## src/rtl/fir_tap_sequencer.sv

```systemverilog
// Serial shift-add FIR controller: one shared adder evaluates five taps, one tap per clock.
// Define FIR_CLAP_DETECT_EN to build the thresholded clap detector with re-arm holdoff.
module fir_tap_sequencer #(
  parameter int unsigned DW      = 8,
  parameter int unsigned OW      = 10,
  parameter int unsigned SH0     = 5,
  parameter int unsigned SH1     = 4,
  parameter int unsigned SH2     = 3,
  parameter int unsigned SH3     = 2,
  parameter int unsigned SH4     = 1,
  parameter int unsigned THRESH  = 100,
  parameter int unsigned HOLDOFF = 1000
) (
  input  logic          clk,
  input  logic          rst,
  input  logic          in_valid,
  output logic          in_ready,
  input  logic [DW-1:0] x,
  input  logic          flush,
  output logic          out_valid,
  input  logic          out_ready,
  output logic [OW-1:0] dout,
  output logic          primed,
  output logic          clap
);

  typedef enum logic [1:0] {StIdle, StAcc, StHold} state_e;

  state_e        r_state, w_state_d;
  logic [DW-1:0] r_hist [5];
  logic [OW-1:0] r_acc, r_dout, w_sum;
  logic [DW-1:0] w_shifted;
  logic [2:0]    r_idx, r_cnt, w_cnt_d;
  logic          r_primed;
  logic          w_accept, w_flush, w_out_hs, w_last_tap;

  // Flush outranks a simultaneous sample offer; both only matter in IDLE.
  assign w_flush    = (r_state == StIdle) && flush;
  assign w_accept   = (r_state == StIdle) && in_valid && !flush;
  assign w_out_hs   = (r_state == StHold) && out_ready;
  assign w_last_tap = (r_idx == 3'd4);

  assign in_ready  = (r_state == StIdle);
  assign out_valid = (r_state == StHold);
  assign dout      = r_dout;
  assign primed    = r_primed;

  always_comb begin
    w_shifted = r_hist[0] >> SH0;
    case (r_idx)
      3'd1:    w_shifted = r_hist[1] >> SH1;
      3'd2:    w_shifted = r_hist[2] >> SH2;
      3'd3:    w_shifted = r_hist[3] >> SH3;
      3'd4:    w_shifted = r_hist[4] >> SH4;
      default: w_shifted = r_hist[0] >> SH0;
    endcase
  end

  assign w_sum = r_acc + OW'(w_shifted);

  always_comb begin
    w_state_d = r_state;
    case (r_state)
      StIdle:  if (w_accept) w_state_d = StAcc;
      StAcc:   if (w_last_tap) w_state_d = StHold;
      StHold:  if (w_out_hs) w_state_d = StIdle;
      default: w_state_d = StIdle;
    endcase
  end

  always_comb begin
    w_cnt_d = r_cnt;
    if (w_flush) begin
      w_cnt_d = '0;
    end else if (w_accept && (r_cnt != 3'd5)) begin
      w_cnt_d = r_cnt + 3'd1;
    end
  end

  always_ff @(posedge clk) begin
    if (rst) begin
      r_state  <= StIdle;
      r_acc    <= '0;
      r_dout   <= '0;
      r_idx    <= '0;
      r_cnt    <= '0;
      r_primed <= 1'b0;
      for (int k = 0; k < 5; k++) r_hist[k] <= '0;
    end else begin
      r_state  <= w_state_d;
      r_cnt    <= w_cnt_d;
      r_primed <= (w_cnt_d == 3'd5);
      if (w_flush) begin
        for (int k = 0; k < 5; k++) r_hist[k] <= '0;
      end else if (w_accept) begin
        r_hist[0] <= x;
        for (int k = 1; k < 5; k++) r_hist[k] <= r_hist[k-1];
        r_acc <= '0;
        r_idx <= '0;
      end
      if (r_state == StAcc) begin
        r_acc <= w_sum;
        r_idx <= r_idx + 3'd1;
        if (w_last_tap) r_dout <= w_sum;
      end
    end
  end

`ifdef FIR_CLAP_DETECT_EN
  localparam int unsigned HW = (HOLDOFF > 0) ? $clog2(HOLDOFF + 1) : 1;

  logic [HW-1:0] r_holdoff;
  logic          r_clap;
  logic          w_fire;

  // Result is judged at its handshake, so the pulse lands in the cycle after.
  assign w_fire = w_out_hs && r_primed && (r_dout >= OW'(THRESH)) && (r_holdoff == '0);

  always_ff @(posedge clk) begin
    if (rst) begin
      r_holdoff <= '0;
      r_clap    <= 1'b0;
    end else begin
      r_clap <= w_fire;
      if (w_flush) begin
        r_holdoff <= '0;
      end else if (w_fire) begin
        r_holdoff <= HW'(HOLDOFF);
      end else if (r_holdoff != '0) begin
        r_holdoff <= r_holdoff - 1'b1;
      end
    end
  end

  assign clap = r_clap;
`else
  logic w_unused_cfg;
  assign w_unused_cfg = ^{THRESH, HOLDOFF};
  assign clap         = 1'b0;
`endif

endmodule
```

## config.mk

```make
export PLATFORM = sky130hd
export DESIGN_NAME = fir_tap_sequencer
export DESIGN_NICKNAME = d
export VERILOG_FILES = /design/src/rtl/fir_tap_sequencer.sv
export SDC_FILE = /design/constraint.sdc
export NUM_CORES = 1
export LEC_CHECK = 0
export ABC_CLOCK_PERIOD_IN_PS = 4200
export BUFFER_PORTS_ARGS = -buffer_cell sky130_fd_sc_hd__buf_2
export CAP_MARGIN = 25
export CORE_MARGIN = 2
export CORE_UTILIZATION = 25
export DETAILED_ROUTE_END_ITERATION = 12
export GPL_TIMING_DRIVEN = 0
export HOLD_SLACK_MARGIN = 0.03
export SLEW_MARGIN = 20
export SYNTH_ARGS = -nofsm -noshare
export SYNTH_HDL_FRONTEND = slang
export SYNTH_SLANG_ARGS = --single-unit
```

## constraint.sdc

```tcl
create_clock -name clk -period 4.2 [get_ports clk]
set_clock_uncertainty 0.05 [all_clocks]
set_input_delay 0.21 -clock clk [delete_from_list [all_inputs] [get_ports clk]]
set_output_delay 0.21 -clock clk [all_outputs]
set_load 0.01 [all_outputs]
```

; ---- Word level (Yosys, flattened, before mapping)
; Memory sizes are Yosys's and may differ from the RTL's.
; Index checks and enable logic that the tools add are counted.
[word_totals]
regBits = 29
ramBits = 40
in_bits = 13
out_inout_bits = 14
word_cells = 75
mem_count = 1
[op_classes]
addsub = 3
eq_ne = 12
mux = 32
bitwise_logic = 10
reduce_logical = 11
[mem_list]
columns = memory, words, word_bits, read_ports, rd_clocked_by_memory_dff, write_ports, line_no
row1 = r_hist, 5, 8, 5, 0, 5, 30  ; logic [DW-1:0] r_hist [5];
[ops]
columns = operator, n
row1 = 2-to-1 mux 8 bit, 10
row2 = 2-to-1 mux 10 bit, 3
row3 = case mux 7 bit (4 select lines), 1
row4 = 2-to-1 mux 3 bit, 5
row5 = adder 10 x 7 -> 10 bit, 1
row6 = bitwise OR 1 bit, 10
row7 = 2-to-1 mux 1 bit, 9
row8 = "adder 3 x 1 -> 3 bit, second input constant", 2
row9 = "equality test 3 x 2 -> 1 bit, second input constant", 2
row10 = "equality test 3 bit, second input constant", 2
row11 = 2-to-1 mux 2 bit, 3
row12 = "inequality test 2 x 1 -> 1 bit, second input constant", 3
row13 = case mux 2 bit (3 select lines), 1
row14 = logical AND 1 bit, 5
row15 = AND reduction 2 bit, 2
row16 = "equality test 3 x 1 -> 1 bit, second input constant", 1
row17 = "inequality test 3 bit, second input constant", 1
row18 = AND reduction 3 bit, 1
row19 = "equality test 2 x 1 -> 1 bit, second input constant", 1
row20 = "equality test 2 bit, second input constant", 1
row21 = logical NOT 2 bit, 1
row22 = "inequality test 2 bit, second input constant", 1
row23 = nonzero test 2 bit, 1
row24 = logical NOT 1 bit, 1

; ---- Logic depth before layout (Yosys ltp)
; Gate-level depths: netlist of run 1.
[depth]
ltp_word = 8
depth_mapped = 13
ltp_nobuf = 12

; ---- Least setup slack after synthesis of run 1
; OpenSTA, ideal clock, no wires.
[synth_path]
kind = register -> register
start = register r_idx[1]
end = register r_dout[8] (netlist: dout[8])
setup_time_ns = 0.091
t_arrival_ns = 3.191
t_required_ns = 4.059
setup_slack_ns = 0.868
path_stages_with_launch = 12
path_buffers = 0
synth_period_minus_slack_ns = 3.332
path_cell_list = dfxtp_1 inv_1 ha_1 or3_1 a21oi_1 o21ai_0 ha_1 fa_1 a211o_2 a2111oi_2 o31ai_1 a311oi_1
[synth_between]
elab_chain_cells = 3
word_cells_on_any_way = 7
cone_classes = add/sub: 1 / eq/ne: 4 / mux: 1 / reduce/logical: 1
[synth_lines]
columns = item, line_no
row1 = "start, declared", 33  ; logic [2:0] r_idx, r_cnt, w_cnt_d;
row2 = "start signal, assigned", 103  ; r_idx <= r_idx + 3'd1;
row3 = "equality test 3 bit, or another cell as far along", "41, 50"
row4 = case mux 7 bit (4 select lines), 50  ; case (r_idx)
row5 = adder 10 x 7 -> 10 bit, 59  ; assign w_sum = r_acc + OW'(w_shifted);
row6 = "end signal, assigned", 104  ; if (w_last_tap) r_dout <= w_sum;
row7 = "end, declared", 31  ; logic [OW-1:0] r_acc, r_dout, w_sum;
; Several ways; a longest one is shown, not always the timed one.
; A chain may end at the register's enable or synchronous reset.

; ---- Final worst setup path of run 1
[layout_path]
start = register r_idx[1]
end = register r_acc[8]
[layout_between]
elab_chain_cells = 4
word_cells_on_any_way = 7
cone_classes = add/sub: 1 / eq/ne: 4 / mux: 2
[layout_lines]
columns = item, line_no
row1 = "equality test 3 bit, or another cell as far along", 50
row2 = case mux 7 bit (4 select lines) *, 50
row3 = adder 10 x 7 -> 10 bit *, 59
row4 = 2-to-1 mux 10 bit *, 101  ; if (r_state == StAcc) begin
row5 = "end signal, assigned", 102  ; r_acc <= w_sum;
row6 = "end, declared", 31
; Mark *: on every way between the ends. The rest lies on a longest branch, timed or not.

==> results.py, run 1 <==
metrics = {
    "setup_path": {
        "reg2reg_depth": 11,
        "worstSetupPathType": "flop to flop",
        "critPathMaxFanout": 9,
        "setup.worst_path.start": "r_idx[1]$_SDFFE_PP0P_",
        "crit_path_start_kind": "flop",
        "required_ns": 4.39,
        "critical_path_arrival_ns": 3.87,
        "r2r_start": "r_idx[1]$_SDFFE_PP0P_",
        "rrSetupSlack_ns": 0.52,
        "end_kind": "flop",
        "r2r_end": "r_acc[8]$_SDFFE_PP0P_",
    },
    "run": {
        "maxCapViolations": 0,
    },
    "run_status": {
        "outcome": "complete, no violations",
    },
    "power_and_ir_drop": {
        "comb_power_share_pct": 5.6,
        "ir_worst_vdd_mv": 0.203,
        "seqPwrFrac_pct": 46.7,
        "p_sw_uw": 329,
        "pwr_density_cell_mw_per_mm2": 399,
        "finalPower_uw": 1510,
        "p_leak_uw": 0.00144,
        "p_int_uw": 1180,
        "clkPwrFrac_pct": 47.7,
        "swShare_pct": 21.9,
    },
    "synth": {
        "yosys-top-cells-area": "edfxtp_1 34%, dfxtp_1 19%, and2_1 7.2%",
        "syn_nets": 326,
        "ys_ff_latch": 64,
        "syn_inst": 298,
        "yosysTopAreaCell": "edfxtp_1",
        "async_flop_share_pct": 0,
        "synth_warnings": 0,
        "avgSynthCellArea_um2": 10.5,
        "synth-main-ff-cell": "edfxtp_1",
        "ys_types": 55,
        "synth_edf_count": 35,
        "netlist_area_mm2": 0.00313,
        "yosysTopAreaCellShare_pct": 33.6,
        "synth-seq-area-share_pct": 52.2,
    },
    "hold_path": {
        "min_path_cells": 2,
        "whs_endpoint": "primed$_SDFF_PP0_",
        "hp-class": "primary input to flop",
        "min_from": "flush",
    },
    "floorplan": {
        "initial_utilization_pct": 25.8,
        "die-area_mm2": 0.0134,
        "die_h_um": 116,
        "die_x_um": 116,
        "rows": 40,
        "ios": 27,
        "core_area_mm2": 0.0121,
    },
    "placement": {
        "placedInstanceArea_mm2": 0.00348,
        "dp_cells": 491,
        "gp_congestion": 0.870,
        "dp_hpwl_um": 4720,
        "io_buffers": 24,
    },
    "sta": {
        "worst_pin_slew_ns": 0.552,
        "hold_viol": 0,
        "finalSetupTns_ns": 0,
        "rsz0062_at_grt": "no",
        "fin_crit_ns": 3.68,
        "setup_violations": 0,
        "maxSlewHeadroom_pct": 63.2,
        "min_period_over_period_pct": 87.6,
        "slew_viol_final": 0,
        "clock.fmax_mhz": 272,
    },
    "layout": {
        "n_fill_cell": 1281,
        "nNetsFinal": 362,
        "fin_cells": 507,
        "drive_gt1_share_pct": 15.0,
        "syn2layout_area_growth_pct": 20.6,
        "stdcell_area_mm2": 0.00377,
        "antenna_cells": 0,
    },
    "route": {
        "dr_total_vias": 2325,
        "antenna_left": 0,
        "drc": 0,
        "wl_um": 6530,
        "wl_per_cell_um": 12.9,
        "viasPerCell": 4.59,
        "drtIter0Drc": 135,
        "drtPass1Iterations": 4,
    },
    "global_routing": {
        "gr-total-overflow": 0,
        "gr-usage-met1_pct": 13.0,
        "grt.total_usage_pct": 10.8,
        "use_met2_pct": 17.2,
        "grt-busiest-layer": "met2",
        "grt_pass1_wl_um": 11000,
        "antenna_found_initial": 0,
        "first_global_vias": 2269,
        "grt_max_degree": 29,
        "met3_usage_pct": 4.34,
    },
    "clock_tree": {
        "clock-root-buffer": "clkbuf_16",
        "insertion_delay_ns": 0.33,
        "htree_levels": 3,
        "cts_tree": "built",
        "numCtsBuffers": 9,
        "cts.clk_slew.worst_paths_ns": 0.05,
        "clock_path_buffers": 2,
        "cts_sinks": 64,
    },
}
[per-layer routing]
layer / vias up / part of all wire [%]
met1: 1093 / 46
met5: - / 0
met3: 10 / 5.2
li1: 1172 / -
met2: 50 / 47
met4: 0 / 1.9
[critical path: stages, from the launching register on]
cell and delay, ns:
dfxtp_1 0.39, inv_1 0.09, ha_1 0.26, or3_1 0.39, a21oi_2 0.32, o21ai_0 0.20, ha_1 0.26, fa_1 0.46
a211o_2 0.37, a2111oi_2 0.45, o311ai_0 0.18, a31oi_1 0.19
[power by group through the flow]
stage	combinational, uW	clock (uW)	sequential [uW]
CTS	85.1	739	703
floorplan	55.1	0	712
global route	95.6	767	707
detailed placement	84.7	0	716
finish	84.5	718	703
global placement	79.1	0	716
[per-stage QoR]
step	setup WS, ns	hold slack (ns)	util, %
floorplan	0.868	0.274	-
global placement	0.419	0.399	28.6
detailed placement	0.388	0.399	28.7
CTS	0.335	0.0889	31.1
global route	0.206	0.0896	31.2
finish	0.520	0.101	31.2
[how the worst max path moves through the flow]
stage / endpoint / slack, ns / cells after the start
after CTS: r_acc[6]$_SDFFE_PP0P_ / 0.34 / 11
after global placement: dout[8]$_SDFFE_PP0P_ / 0.42 / 11
after detailed placement: dout[8]$_SDFFE_PP0P_ / 0.39 / 11
after global routing: dout[6]$_SDFFE_PP0P_ / 0.21 / 11
after floorplan: dout[8]$_SDFFE_PP0P_ / 0.87 / 11
final: r_acc[8]$_SDFFE_PP0P_ / 0.52 / 11
[cell usage after synthesis, types with 4 or more instances]
| cell | count |
|---|---|
| ha_1 | 14 |
| a22oi_1 | 8 |
| nand4_1 | 4 |
| clkbuf_1 | 11 |
| nand2_1 | 20 |
| nand3_1 | 7 |
| nand2b_1 | 6 |
| edfxtp_1 | 35 |
| and2_1 | 36 |
| o31ai_1 | 4 |
| nand3b_1 | 5 |
| a21oi_1 | 16 |
| nor2_1 | 27 |
| o311ai_0 | 6 |
| inv_1 | 6 |
| dfxtp_1 | 29 |
| a31oi_1 | 4 |
| nor2b_1 | 4 |
| o21ai_0 | 7 |
[layout by cell type (no fill, tap or decap), drive strengths merged, types with 2 or more instances in the layout]
| master | Yosys | layout |
|---|---|---|
| and2 | 36 | 36 |
| xor2 | 2 | 2 |
| or2 | 3 | 3 |
| ha | 14 | 14 |
| nand4 | 4 | 4 |
| a2111oi | 3 | 3 |
| a31oi | 4 | 4 |
| inv | 6 | 6 |
| o21ai | 8 | 8 |
| clkinv | 0 | 4 |
| clkbuf | 11 | 21 |
| o31ai | 4 | 4 |
| nor2 | 27 | 27 |
| a211oi | 3 | 3 |
| a311oi | 2 | 2 |
| nand2 | 20 | 20 |
| a22oi | 8 | 8 |
| nor2b | 4 | 4 |
| buf | 3 | 28 |
| a21oi | 16 | 16 |
| dfxtp | 29 | 29 |
| nand3b | 5 | 5 |
| nand2b | 6 | 6 |
| o311ai | 6 | 6 |
| a32oi | 2 | 2 |
| or4 | 2 | 2 |
| nand3 | 7 | 7 |
| edfxtp | 35 | 35 |
| a211o | 3 | 3 |
| a21o | 4 | 4 |
| nor3b | 2 | 2 |
[area by class of cell]
type | count | area (um^2) | share of cell area (%)
well taps | 168 | 210 | 5.57
plain buffers | 14 | 58.8 | 1.56
multi-input cells | 214 | 1420 | 37.7
repair buffers | 25 | 140 | 3.71
clock buffers | 10 | 229 | 6.07
inverters | 6 | 22.5 | 0.597
clock inverters | 6 | 60.1 | 1.59
flip-flops and latches | 64 | 1630 | 43.2
[kinds of logic (layout without fill, tap and decap cells)]
kind of cell	count (synthesis)	after routing	synth area share, %
flops	64	64	52.2
buf+inv	20	61	2.60
simple gates	123	123	21.5
mux	1	1	0.320
compound gates	71	71	16.2
other cells	1	1	0.120
xor+xnor	3	3	0.840
fa+ha+maj	15	15	6.24
[state kept, by name, summed over array words and instances, names as in the netlist]
register	count
r_hist	35
dout	10
r_acc	10
r_cnt	3
r_idx	3
r_state	2
primed	1
[what timing repair did]
action / in CTS / in global routing
resized for setup: 0 / 1
hold buffers: 0 / 0
endpoints found under the setup margin: 0 / 3
setup buffers: 0 / 0
Power figures use the tool's default switching activity.
==> inputs of run 2 (changes only) <==
GPL_TIMING_DRIVEN = unset   (was 0)
==> run 2 against run 1 <==
  * Wire length decreased by 4.2%
  * Count of clock-buffer cells in the layout up 1
  * Largest power group is now sequential cells
  * First-iteration DRC count up 33%
  * Sequential cell count did not move
  * Sequential power about the same
  * Sequential share of layout area rose by 0.85 points
  * Critical endpoint unchanged
==> results.py, run 2 (same netlist as run 1, synthesis figures left out) <==
metrics = {
    "global_routing": {
        "gr-total-overflow": 0,
        "grt.total_usage_pct": 10.0,
        "grt_max_degree": 36,
        "grt_pass1_wl_um": 10400,
        "first_global_vias": 2163,
        "antenna_found_initial": 0,
    },
    "sta": {
        "clock.fmax_mhz": 269,
        "maxSlewHeadroom_pct": 44.0,
        "setup_violations": 0,
        "slew_viol_final": 0,
        "fin_crit_ns": 3.72,
        "worst_pin_slew_ns": 0.837,
        "hold_viol": 0,
        "rsz0062_at_grt": "no",
        "min_period_over_period_pct": 88.5,
        "finalSetupTns_ns": 0,
    },
    "layout": {
        "final_cell_mix": "36 x and2_1, 35 x edfxtp_1, 29 x dfxtp_1",
        "nNetsFinal": 350,
        "largest-register": "r_hist",
        "register_area_mm2": 0.00163,
        "layout_commonest_cell": "and2_1",
        "antenna_cells": 0,
        "n_fill_cell": 1286,
        "multiInputGateArea_mm2": 0.00142,
        "drive_gt1_share_pct": 14.1,
        "largest_register_ffs": 35,
        "syn2layout_area_growth_pct": 18.3,
        "fin_cells": 494,
    },
    "clock_tree": {
        "ctsResizeCount": 0,
        "cts.clk_slew.worst_paths_ns": 0.05,
        "insertion_delay_ns": 0.33,
        "hold_buffers": 0,
        "cts_sinks": 64,
        "clock_path_buffers": 2,
        "numCtsBuffers": 9,
        "htree_levels": 3,
        "cts_tree": "built",
        "post_cts_buffers": 0,
        "clock-root-buffer": "clkbuf_16",
    },
    "run": {
        "maxCapViolations": 0,
    },
    "route": {
        "antenna_left": 0,
        "drc": 0,
        "drtPass1Iterations": 4,
        "wl_um": 6260,
        "dr_total_vias": 2293,
        "wl_per_cell_um": 12.7,
        "viasPerCell": 4.64,
        "drtIter0Drc": 179,
    },
    "floorplan": {
        "core_area_mm2": 0.0121,
        "die_x_um": 116,
        "die-area_mm2": 0.0134,
        "initial_utilization_pct": 25.8,
        "ios": 27,
        "die_h_um": 116,
        "rows": 40,
    },
    "power_and_ir_drop": {
        "p_leak_uw": 0.00141,
        "pwr_density_cell_mw_per_mm2": 400,
        "ir_worst_vdd_mv": 0.238,
    },
    "hold_path": {
        "hp-class": "primary input to flop",
    },
    "placement": {
        "gp_congestion": 0.880,
        "dp_cells": 479,
        "io_buffers": 24,
        "dp_hpwl_um": 4250,
    },
    "setup_path": {
        "crit_path_start_kind": "flop",
        "critical_path_arrival_ns": 3.92,
        "worstSetupPathType": "flop to flop",
        "end_kind": "flop",
        "critPathMaxFanout": 9,
        "required_ns": 4.40,
    },
    "run_status": {
        "outcome": "complete, no violations",
    },
}
==> run 2: critical path, cell delays in order (launching register included) <==
cell and delay [ns]:
dfxtp_1 0.36, inv_1 0.10, ha_1 0.29, or3_1 0.33
a21oi_1 0.46, o21ai_0 0.19, ha_1 0.25, fa_1 0.43
a211o_2 0.36, a2111oi_2 0.42, o311ai_0 0.17, a31oi_1 0.21
==> run 2: layer usage <==
layer | wire, um | track usage, %
met5 | 0 | 0
met4 | 80 | 4.84
met3 | 293 | 3.56
met2 | 2930 | 15.6
met1 | 2950 | 12.4
==> run 2: where the power goes <==
| part | switching (uW) | internal (uW) |
|---|---|---|
| registers | 13.8 | 691 |
| logic | 51.0 | 27.3 |
| clock network | 246 | 452 |
| total | 311 | 1170 |
==> run 2: area by class of cell <==
cell class | instances | share of cell area, %
tap | 168 | 5.68
timing repair buffer | 27 | 3.85
clock inverter | 4 | 1.25
multi-input combinational | 214 | 38.2
sequential | 64 | 44.1
inverter | 6 | 0.609
clock buffer | 11 | 6.29
==> run 2: worst paths after layout <==
kind,start,end,slack (ns),depth (start not counted)
setup reg to reg,r_idx[0]$_SDFFE_PP0P_,r_acc[8]$_SDFFE_PP0P_,0.48,11
hold reg to reg,dout[1]$_SDFFE_PP0P_,dout[1]$_SDFFE_PP0P_,0.40,2
hold / removal,flush,primed$_SDFF_PP0_,0.09,2
setup / recovery,r_idx[0]$_SDFFE_PP0P_,r_acc[8]$_SDFFE_PP0P_,0.48,11
==> run 2: per-stage QoR <==
stage                     hold WS (ns)  utilization, %  setup slack [ns]  instance area, um^2  total power, uW
after CTS                       0.0763            30.6             0.469                 3700             1510
after global placement           0.395            28.2             0.600                 3410              792
after detailed placement         0.396            28.3             0.518                 3420              796
final                           0.0888            30.6             0.483                 3700             1480
after floorplan                  0.274               -             0.868                 3130              767
after global routing             0.112            30.6             0.110                 3700             1540
